==> config.mk <==
export PLATFORM = sky130hd
export DESIGN_NAME = mc_control_seq
export DESIGN_NICKNAME = d
export VERILOG_FILES = /design/src/rtl/mc_control_seq.sv
export SDC_FILE = /design/constraint.sdc
export NUM_CORES = 1
export LEC_CHECK = 0
export ABC_AREA = 1
export CORE_ASPECT_RATIO = 0.75
export CORE_MARGIN = 2
export CORE_UTILIZATION = 40
export CTS_CLUSTER_DIAMETER = 40
export DETAILED_ROUTE_END_ITERATION = 6
export GPL_TIMING_DRIVEN = 0
export PLACE_DENSITY = 0.67
export SKIP_LAST_GASP = 1
export SLEW_MARGIN = 10
export SYNTH_ARGS = -nofsm -noshare
export SYNTH_HDL_FRONTEND = slang
export SYNTH_SLANG_ARGS = --single-unit
==> constraint.sdc <==
create_clock -name clk -period 1.65 [get_ports clk]
set_input_delay 0.2475 -clock clk [delete_from_list [all_inputs] [get_ports clk]]
set_output_delay 0.2475 -clock clk [all_outputs]
set_load 0.01 [all_outputs]
==> src/rtl/mc_control_seq.sv <==
// mc_control_seq: multi-cycle IF/ID/EX/MEM/WB stage sequencer for the TSC datapath.
// Memory is accessed via a req/ready handshake with an optional wait timeout.
//
// Ports:
//   clk, reset        : clock; synchronous active-high reset
//   opcode, func_code : IR[15:12], IR[5:0] of the instruction held in IR
//   alu_compare       : ALU comparison result (SAME/BIG/SMALL)
//   mem_ready         : memory completes the current request this cycle
//   stage             : current stage code
//   mem_req, mem_we   : memory request and write qualifier
//   ir_write, pc_write, reg_write : datapath write enables
//   retire            : one-cycle pulse per completed instruction
//   output_active     : WWD in ID
//   illegal           : one-cycle pulse for an undefined encoding in ID
//   is_halted         : level, HALT state (HLT or memory error)
//   mem_err           : sticky memory timeout flag
//   inst_count        : retired-instruction counter (wraps)
//
// All outputs are combinational decodes of state and inputs, forced to 0
// while reset is high.

module mc_control_seq #(
    parameter int unsigned CNT_W   = 16,
    parameter int unsigned TIMEOUT = 0
) (
    input  logic             clk,
    input  logic             reset,
    input  logic [3:0]       opcode,
    input  logic [5:0]       func_code,
    input  logic [1:0]       alu_compare,
    input  logic             mem_ready,
    output logic [2:0]       stage,
    output logic             mem_req,
    output logic             mem_we,
    output logic             ir_write,
    output logic             pc_write,
    output logic             reg_write,
    output logic             retire,
    output logic             output_active,
    output logic             illegal,
    output logic             is_halted,
    output logic             mem_err,
    output logic [CNT_W-1:0] inst_count
);

    // Opcode encodings
    localparam logic [3:0] OP_BNE   = 4'd0;
    localparam logic [3:0] OP_BEQ   = 4'd1;
    localparam logic [3:0] OP_BGZ   = 4'd2;
    localparam logic [3:0] OP_BLZ   = 4'd3;
    localparam logic [3:0] OP_LWD   = 4'd7;
    localparam logic [3:0] OP_SWD   = 4'd8;
    localparam logic [3:0] OP_JMP   = 4'd9;
    localparam logic [3:0] OP_JAL   = 4'd10;
    localparam logic [3:0] OP_RTYPE = 4'd15;

    // R-type function encodings; ALU funcs occupy 0..FN_LAST_ALU
    localparam logic [5:0] FN_LAST_ALU = 6'd7;
    localparam logic [5:0] FN_JPR      = 6'd25;
    localparam logic [5:0] FN_JRL      = 6'd26;
    localparam logic [5:0] FN_WWD      = 6'd28;
    localparam logic [5:0] FN_HLT      = 6'd29;

    // ALU comparison encodings
    localparam logic [1:0] ALU_SAME  = 2'b00;
    localparam logic [1:0] ALU_BIG   = 2'b01;
    localparam logic [1:0] ALU_SMALL = 2'b10;

    localparam int unsigned WAIT_W = (TIMEOUT > 0) ? $clog2(TIMEOUT + 1) : 1;

    // State encoding doubles as the externally visible stage code
    typedef enum logic [2:0] {
        ST_IF   = 3'd0,
        ST_ID   = 3'd1,
        ST_EX   = 3'd2,
        ST_MEM  = 3'd3,
        ST_WB   = 3'd4,
        ST_HALT = 3'd5
    } state_t;

    state_t             state_q, state_d;
    logic [WAIT_W-1:0]  wait_q, wait_d;
    logic               mem_err_q, mem_err_d;
    logic [CNT_W-1:0]   cnt_q, cnt_d;

    logic               is_branch, br_taken, is_mem_op, is_swd;
    logic               is_jump, is_link, is_wwd, is_hlt, is_illegal;

    logic               raw_mem_req, raw_mem_we, raw_ir_write, raw_pc_write;
    logic               raw_reg_write, raw_retire, raw_output_active, raw_illegal;

    logic [WAIT_W-1:0]  wait_inc;
    logic               timeout_hit;

    // Instruction class decode from the current IR fields
    always_comb begin
        is_branch  = 1'b0;
        br_taken   = 1'b0;
        is_mem_op  = 1'b0;
        is_swd     = 1'b0;
        is_jump    = 1'b0;
        is_link    = 1'b0;
        is_wwd     = 1'b0;
        is_hlt     = 1'b0;
        is_illegal = 1'b0;
        case (opcode)
            OP_BNE: begin
                is_branch = 1'b1;
                br_taken  = (alu_compare != ALU_SAME);
            end
            OP_BEQ: begin
                is_branch = 1'b1;
                br_taken  = (alu_compare == ALU_SAME);
            end
            OP_BGZ: begin
                is_branch = 1'b1;
                br_taken  = (alu_compare == ALU_BIG);
            end
            OP_BLZ: begin
                is_branch = 1'b1;
                br_taken  = (alu_compare == ALU_SMALL);
            end
            OP_LWD: is_mem_op = 1'b1;
            OP_SWD: begin
                is_mem_op = 1'b1;
                is_swd    = 1'b1;
            end
            OP_JMP: is_jump = 1'b1;
            OP_JAL: begin
                is_jump = 1'b1;
                is_link = 1'b1;
            end
            4'd11, 4'd12, 4'd13, 4'd14: is_illegal = 1'b1;
            OP_RTYPE: begin
                case (func_code)
                    FN_JPR: is_jump = 1'b1;
                    FN_JRL: begin
                        is_jump = 1'b1;
                        is_link = 1'b1;
                    end
                    FN_WWD:  is_wwd = 1'b1;
                    FN_HLT:  is_hlt = 1'b1;
                    default: is_illegal = (func_code > FN_LAST_ALU);
                endcase
            end
            default: ; // ADI / ORI / LHI: plain ALU-immediate path
        endcase
    end

    // A wait cycle that would bring the counter to TIMEOUT ends the access;
    // mem_ready in that same cycle takes priority because it is tested first.
    assign wait_inc    = wait_q + WAIT_W'(1);
    assign timeout_hit = (TIMEOUT != 0) && (wait_inc == WAIT_W'(TIMEOUT));

    // Next-state and raw output decode
    always_comb begin
        state_d           = state_q;
        wait_d            = '0;
        mem_err_d         = mem_err_q;
        raw_mem_req       = 1'b0;
        raw_mem_we        = 1'b0;
        raw_ir_write      = 1'b0;
        raw_pc_write      = 1'b0;
        raw_reg_write     = 1'b0;
        raw_retire        = 1'b0;
        raw_output_active = 1'b0;
        raw_illegal       = 1'b0;

        case (state_q)
            ST_IF: begin
                raw_mem_req = 1'b1;
                if (mem_ready) begin
                    raw_ir_write = 1'b1;
                    raw_pc_write = 1'b1;
                    state_d      = ST_ID;
                end else if (timeout_hit) begin
                    mem_err_d = 1'b1;
                    state_d   = ST_HALT;
                end else begin
                    wait_d = wait_inc;
                end
            end
            ST_ID: begin
                if (is_illegal) begin
                    raw_illegal = 1'b1;
                    state_d     = ST_IF;
                end else if (is_jump) begin
                    raw_pc_write  = 1'b1;
                    raw_reg_write = is_link;
                    raw_retire    = 1'b1;
                    state_d       = ST_IF;
                end else if (is_wwd) begin
                    raw_output_active = 1'b1;
                    raw_retire        = 1'b1;
                    state_d           = ST_IF;
                end else if (is_hlt) begin
                    state_d = ST_HALT;
                end else begin
                    state_d = ST_EX;
                end
            end
            ST_EX: begin
                if (is_branch) begin
                    raw_pc_write = br_taken;
                    raw_retire   = 1'b1;
                    state_d      = ST_IF;
                end else if (is_mem_op) begin
                    state_d = ST_MEM;
                end else begin
                    state_d = ST_WB;
                end
            end
            ST_MEM: begin
                raw_mem_req = 1'b1;
                raw_mem_we  = is_swd;
                if (mem_ready) begin
                    if (is_swd) begin
                        raw_retire = 1'b1;
                        state_d    = ST_IF;
                    end else begin
                        state_d = ST_WB;
                    end
                end else if (timeout_hit) begin
                    mem_err_d = 1'b1;
                    state_d   = ST_HALT;
                end else begin
                    wait_d = wait_inc;
                end
            end
            ST_WB: begin
                raw_reg_write = 1'b1;
                raw_retire    = 1'b1;
                state_d       = ST_IF;
            end
            ST_HALT: ; // parked until reset
            default: state_d = ST_IF;
        endcase
    end

    // Retired-instruction counter, wraps naturally at 2^CNT_W
    assign cnt_d = raw_retire ? (cnt_q + CNT_W'(1)) : cnt_q;

    // State registers
    always_ff @(posedge clk) begin
        if (reset) begin
            state_q   <= ST_IF;
            wait_q    <= '0;
            mem_err_q <= 1'b0;
            cnt_q     <= '0;
        end else begin
            state_q   <= state_d;
            wait_q    <= wait_d;
            mem_err_q <= mem_err_d;
            cnt_q     <= cnt_d;
        end
    end

    // Outputs forced low during reset so a reset mid-access drops the request at once
    assign stage         = reset ? 3'd0 : state_q;
    assign mem_req       = raw_mem_req       & ~reset;
    assign mem_we        = raw_mem_we        & ~reset;
    assign ir_write      = raw_ir_write      & ~reset;
    assign pc_write      = raw_pc_write      & ~reset;
    assign reg_write     = raw_reg_write     & ~reset;
    assign retire        = raw_retire        & ~reset;
    assign output_active = raw_output_active & ~reset;
    assign illegal       = raw_illegal       & ~reset;
    assign is_halted     = (state_q == ST_HALT) & ~reset;
    assign mem_err       = mem_err_q         & ~reset;
    assign inst_count    = reset ? '0 : cnt_q;

endmodule

### Yosys cells after proc, flatten, opt, wreduce, memory -nomap -nowiden

Cells that the tools add are included.
W data, S select, Z words.

| word-level totals | value |
|---|---|
| logic and storage cells | 101 |
| output and inout bits | 29 |
| register bits | 19 |
| input bits | 15 |

| cells by class | value |
|---|---|
| bitwise gates (word level) | 11 |
| reductions and logical operators | 12 |
| $lt $le $gt $ge | 1 |
| mux-type cells | 49 |
| add/sub/neg operators | 1 |
| eq/ne operators | 25 |

Operators by type and width:

| operator | number |
|---|---|
| $eq A4 B4 Y1 const B | 8 |
| $mux W1 | 30 |
| $mux W3 | 10 |
| $eq A6 B5 Y1 const B | 4 |
| $add A16 B1 Y16 const B | 1 |
| $mux W16 | 1 |
| $pmux W3 S5 | 1 |
| $reduce_or A4 Y1 | 3 |
| $and A1 B1 Y1 | 9 |
| $eq A4 B2 Y1 const B | 2 |
| $pmux W1 S2 | 4 |
| $pmux W1 S4 | 2 |
| $reduce_or A2 Y1 | 4 |
| $eq A3 B2 Y1 const B | 2 |
| $eq A3 B3 Y1 const B | 2 |
| $gt A6 B3 Y1 const B | 1 |
| $eq A4 B1 Y1 const B | 1 |
| $eq A4 B3 Y1 const B | 1 |
| $logic_not A4 Y1 | 1 |
| $ne A2 B2 Y1 const B | 2 |
| $eq A3 B1 Y1 const B | 1 |
| $logic_not A3 Y1 | 1 |
| $pmux W1 S3 | 1 |
| $reduce_and A3 Y1 | 1 |
| 5 further kinds | 6 |

### Longest topological paths before layout

| depth | value |
|---|---|
| word-level depth | 8 |
| mapped depth | 11 |

### Worst setup path after synthesis

Ideal clock, no wire load.

| path | value |
|---|---|
| path type | flip-flop to output port |
| start point | register state_q[0] |
| end point | output port retire |
| data required time | 1.402 ns |
| stages on the path, launching flop included | 7 |
| path buffers | 1 |
| slack | 0.058 ns |
| arrival | 1.345 ns |
| path through | dfxtp_1 inv_1 nand3_1 nor3_1 nor2_4 buf_2 a21oi_1 |

| on the way | value |
|---|---|
| cells in the longest elaborated chain, start to end | 3 |

Ends and longest elaborated chain:

| item | RTL line | source |
|---|---|---|
| from (decl) | 81 | `state_t state_q, state_d;` |
| from (signal assigned) | 251 | `state_q <= state_d;` |
| $eq A3 B3 Y1 (tied with other cells) | 169 | `case (state_q)` |
| $pmux W1 S4 * | 169 |  |
| $and A1 B1 Y1 * | 265 | `assign retire = raw_retire & ~reset;` |
| to (decl) | 38 | `output logic retire,` |

Every way passes the cells marked *; elsewhere a longest branch is shown, timed or not.

### Final worst setup path

| path | value |
|---|---|
| start point | register state_q[1] |
| end point | output port retire |

Same word-level chain as after synthesis.

==> run_results.csv <==
group,metric,value,unit
global_route,grt_max_degree,11,
global_route,grt_pass1_wl,7750,microns
flow_run,maxCapViolCount,0,
synthesis,syn_area_per_cell,5.77,sq um
pwr,power.density,527,nW/um^2
cts,numCtsBuffers,3,
finish,final_util,0.656,
pwr,p_sw_frac,0.343,
synthesis,synth_most_common_cell,"nand2_1",
detailed_routing,antenna_left,0,
synthesis,synth_compound_area_frac,0.118,
floorplanning,start_util,0.421,
detailed_routing,drc,0,
placement,place_congestion,0.858,
placement,hpwl,3300,microns
timing,slew_headroom,0.657,
synthesis,synth_edf_count,0,
synthesis,ys_types,28,
synthesis,async_reset_ff_frac,0,
finish,layout-drive-gt1-share,0.301,
pwr,power.total,1.28,mW
finish,fin_nets,362,
cts,cts_tree,"yes",
placement,io_buffers,41,
synthesis,synthMuxAreaShare,0,
synthesis,yosys.area_share.simple,0.439,
pwr,power_switching,440,uW
cts,cts_buffer_depth,2,
placement,dpl.cell_count,364,
detailed_routing,num_vias,1976,
synthesis,synth_top_cell_by_area,"dfxtp_1",
timing,period_needed,1770,ps
worst_setup_path,start_kind,"register",
global_route,grt_pass1_vias,1694,
pwr,p_leak,1.10,nW
synthesis,synth_fa_ha_area_frac,0.00801,
floorplanning,ios,44,
detailed_routing,drtIter0Drc,120,
synthesis,synthTopCellsByArea,"dfxtp_1 24%, nand2_1 14%, nor2_1 11%",
timing,hold_viol,0,
global_route,grtUsageTotal,0.214,
cts,clk_pin_slew,70,ps
synthesis,synth_commonest_cells,"57 x nand2_1, 46 x nor2_1, 35 x inv_1, 31 x nand3_1, 23 x a21oi_1",
timing,max_freq,566,MHz
worst_setup_path,r2r_setup_slack,70,ps
finish,seq_area,397,sq um
run_status,status,"complete, but fails checks",
floorplanning,core_area,3710,sq um
timing,rsz0062_at_grt,"true",
cts,clk_latency,250,ps
floorplanning,die_w,76.2,microns
cts,h-tree-depth,1,
worst_setup_path,path_class,"register to output pin",
detailed_routing,avgViaCountPerCell,4.98,
worst_hold_path,hp-class,"input pin to register",
pwr,peakVddDrop,0.380,mV
worst_setup_path,critPathArrivalTime,1520,ps
synthesis,syn_nets,287,
synthesis,netlist.area_leader.share,0.243,
synthesis,synth_area,1560,sq um
timing,finalMaxSlewViolations,0,
finish,multi_input_area,1130,sq um
detailed_routing,routedWlPerCell,12.6,microns
finish,diodes,0,
finish,syn_to_final_growth,55.7,%
timing,min_period_over_period,1.07,
synthesis,synth_seq_cells,19,
pwr,power_frac_seq,0.382,
synthesis,synth_warnings,0,
synthesis,synth_top_family_by_area,"simple AND/OR/NAND/NOR gates",
synthesis,ys_seq_area_frac,0.243,
worst_setup_path,endpoint_kind,"output pin",
floorplanning,chipHeight,58.1,microns
synthesis,ys.flop_type,"dfxtp_1",
pwr,pwr-share-comb,0.364,
pwr,p_clk_frac,0.254,
global_route,grt.overflow.total,0,
placement,placed_cell_area,2040,sq um
global_route,antenna_found_initial,0,
timing,finClkSkew,4.10,ps
detailed_routing,wl,5000,microns
timing,worstMarginPinSlew,514,ps
finish,nFillCells,366,
floorplanning,die_area,4430,sq um
cts,clock_sinks,19,
synthesis,syn_inst,271,
finish,stdcell_count,397,
floorplanning,row_count,19,
synthesis,synth_xor_area_frac,0.0673,
worst_setup_path,cp_max_fo,3,
detailed_routing,drtPass1Iterations,5,
timing,layout_setup_ws,-117,ps
timing,tns,-161,ps
pwr,internal-power,842,uW
run_status,violations,"setup timing",
cts,cts_root_buf,"clkbuf_8",
finish,fin_area,2430,sq um
timing,setup_viol,2,
worst_setup_path,required,1400,ps
==> stage by stage <==
step | hold WS [ps] | setup WS [ps]
after floorplan | 462 | 57.9
after global routing | 352 | -189
final | 338 | -117
after global placement | 471 | -1040
after detailed placement | 478 | -1040
after CTS | 305 | -203
==> power by group through the flow <==
stage / logic [mW] / registers [mW] / clock network, mW
2_1_floorplan: 0.214 / 0.493 / 0
3_3_place_gp: 0.343 / 0.495 / 0
3_5_place_dp: 0.343 / 0.495 / 0
4_1_cts: 0.393 / 0.489 / 0.328
5_1_grt: 0.504 / 0.490 / 0.348
6_report: 0.467 / 0.490 / 0.325
==> registers in the layout, indices dropped and copies added, names as in the netlist <==
signal   flops
cnt_q       16
state_q      3
==> path summary, 6_finish.rpt <==
path / from / depth (start not counted) / to
min reg2reg: cnt_q[15] / 2 / cnt_q[15]
min: reset / 2 / cnt_q[5]
max reg2reg: state_q[2] / 9 / cnt_q[10]
max: state_q[1] / 8 / retire
==> per-layer routing <==
metal / vias to the layer above / wire [microns] / GRT usage / part of all wire
li1: 1012 / - / - / -
met1: 883 / 2470 / 0.313 / 0.49
met2: 77 / 2120 / 0.324 / 0.42
met3: 4 / 378 / 0.0483 / 0.076
met4: 0 / 29 / 0.0494 / 0.0058
met5: - / 0 / 0 / 0
==> cell type report <==
| cell class | instances | area share |
|---|---|---|
| Sequential cell | 19 | 0.163 |
| Tap cell | 52 | 0.0267 |
| Multi-Input combinational cell | 205 | 0.464 |
| Timing Repair Buffer | 70 | 0.237 |
| Inverter | 38 | 0.0596 |
| Buffer | 9 | 0.0314 |
| Clock buffer | 4 | 0.0185 |
==> logic make-up (layout without fill, tap and decap cells) <==
logic type      Yosys count  after routing
simple gates            156            156
flops                    19             19
buf+inv                  47            121
other cells               1              1
fa+ha+maj                 1              1
xor+xnor                 12             12
compound gates           35             35
==> cell usage in the layout (no fill, tap or decap), drive strengths merged, types with 4 or more instances in the layout <==
cell type      Yosys  routed
clkbuf             2      14
buf                7      43
clkdlybuf4s50      0      18
nand2             59      59
a21oi             23      23
nand3             31      31
nor3              12      12
xor2              12      12
o21ai              9       9
dfxtp             19      19
inv               38      38
nor2              50      50
dlygate4sd2        0       4
==> what timing repair did <==
item / 4_1_cts / 5_1_grt
pin swaps: 19 / 18
gates resized for setup: 80 / 51
hold buffers: 0 / 0
cloned: 0 / 1
buffers inserted: 20 / 9
endpoints found under the setup margin: 44 / 34
==> critical path, cell delays in order, from the launching register on <==
cell and delay [ps]:
dfxtp_2 350, inv_2 60, nor3_4 170, nand2_1 100, o21ai_2 160, nor2_4 60, buf_6 130, a21oi_2 100
buf_2 130
Power figures use the tool's default switching activity.
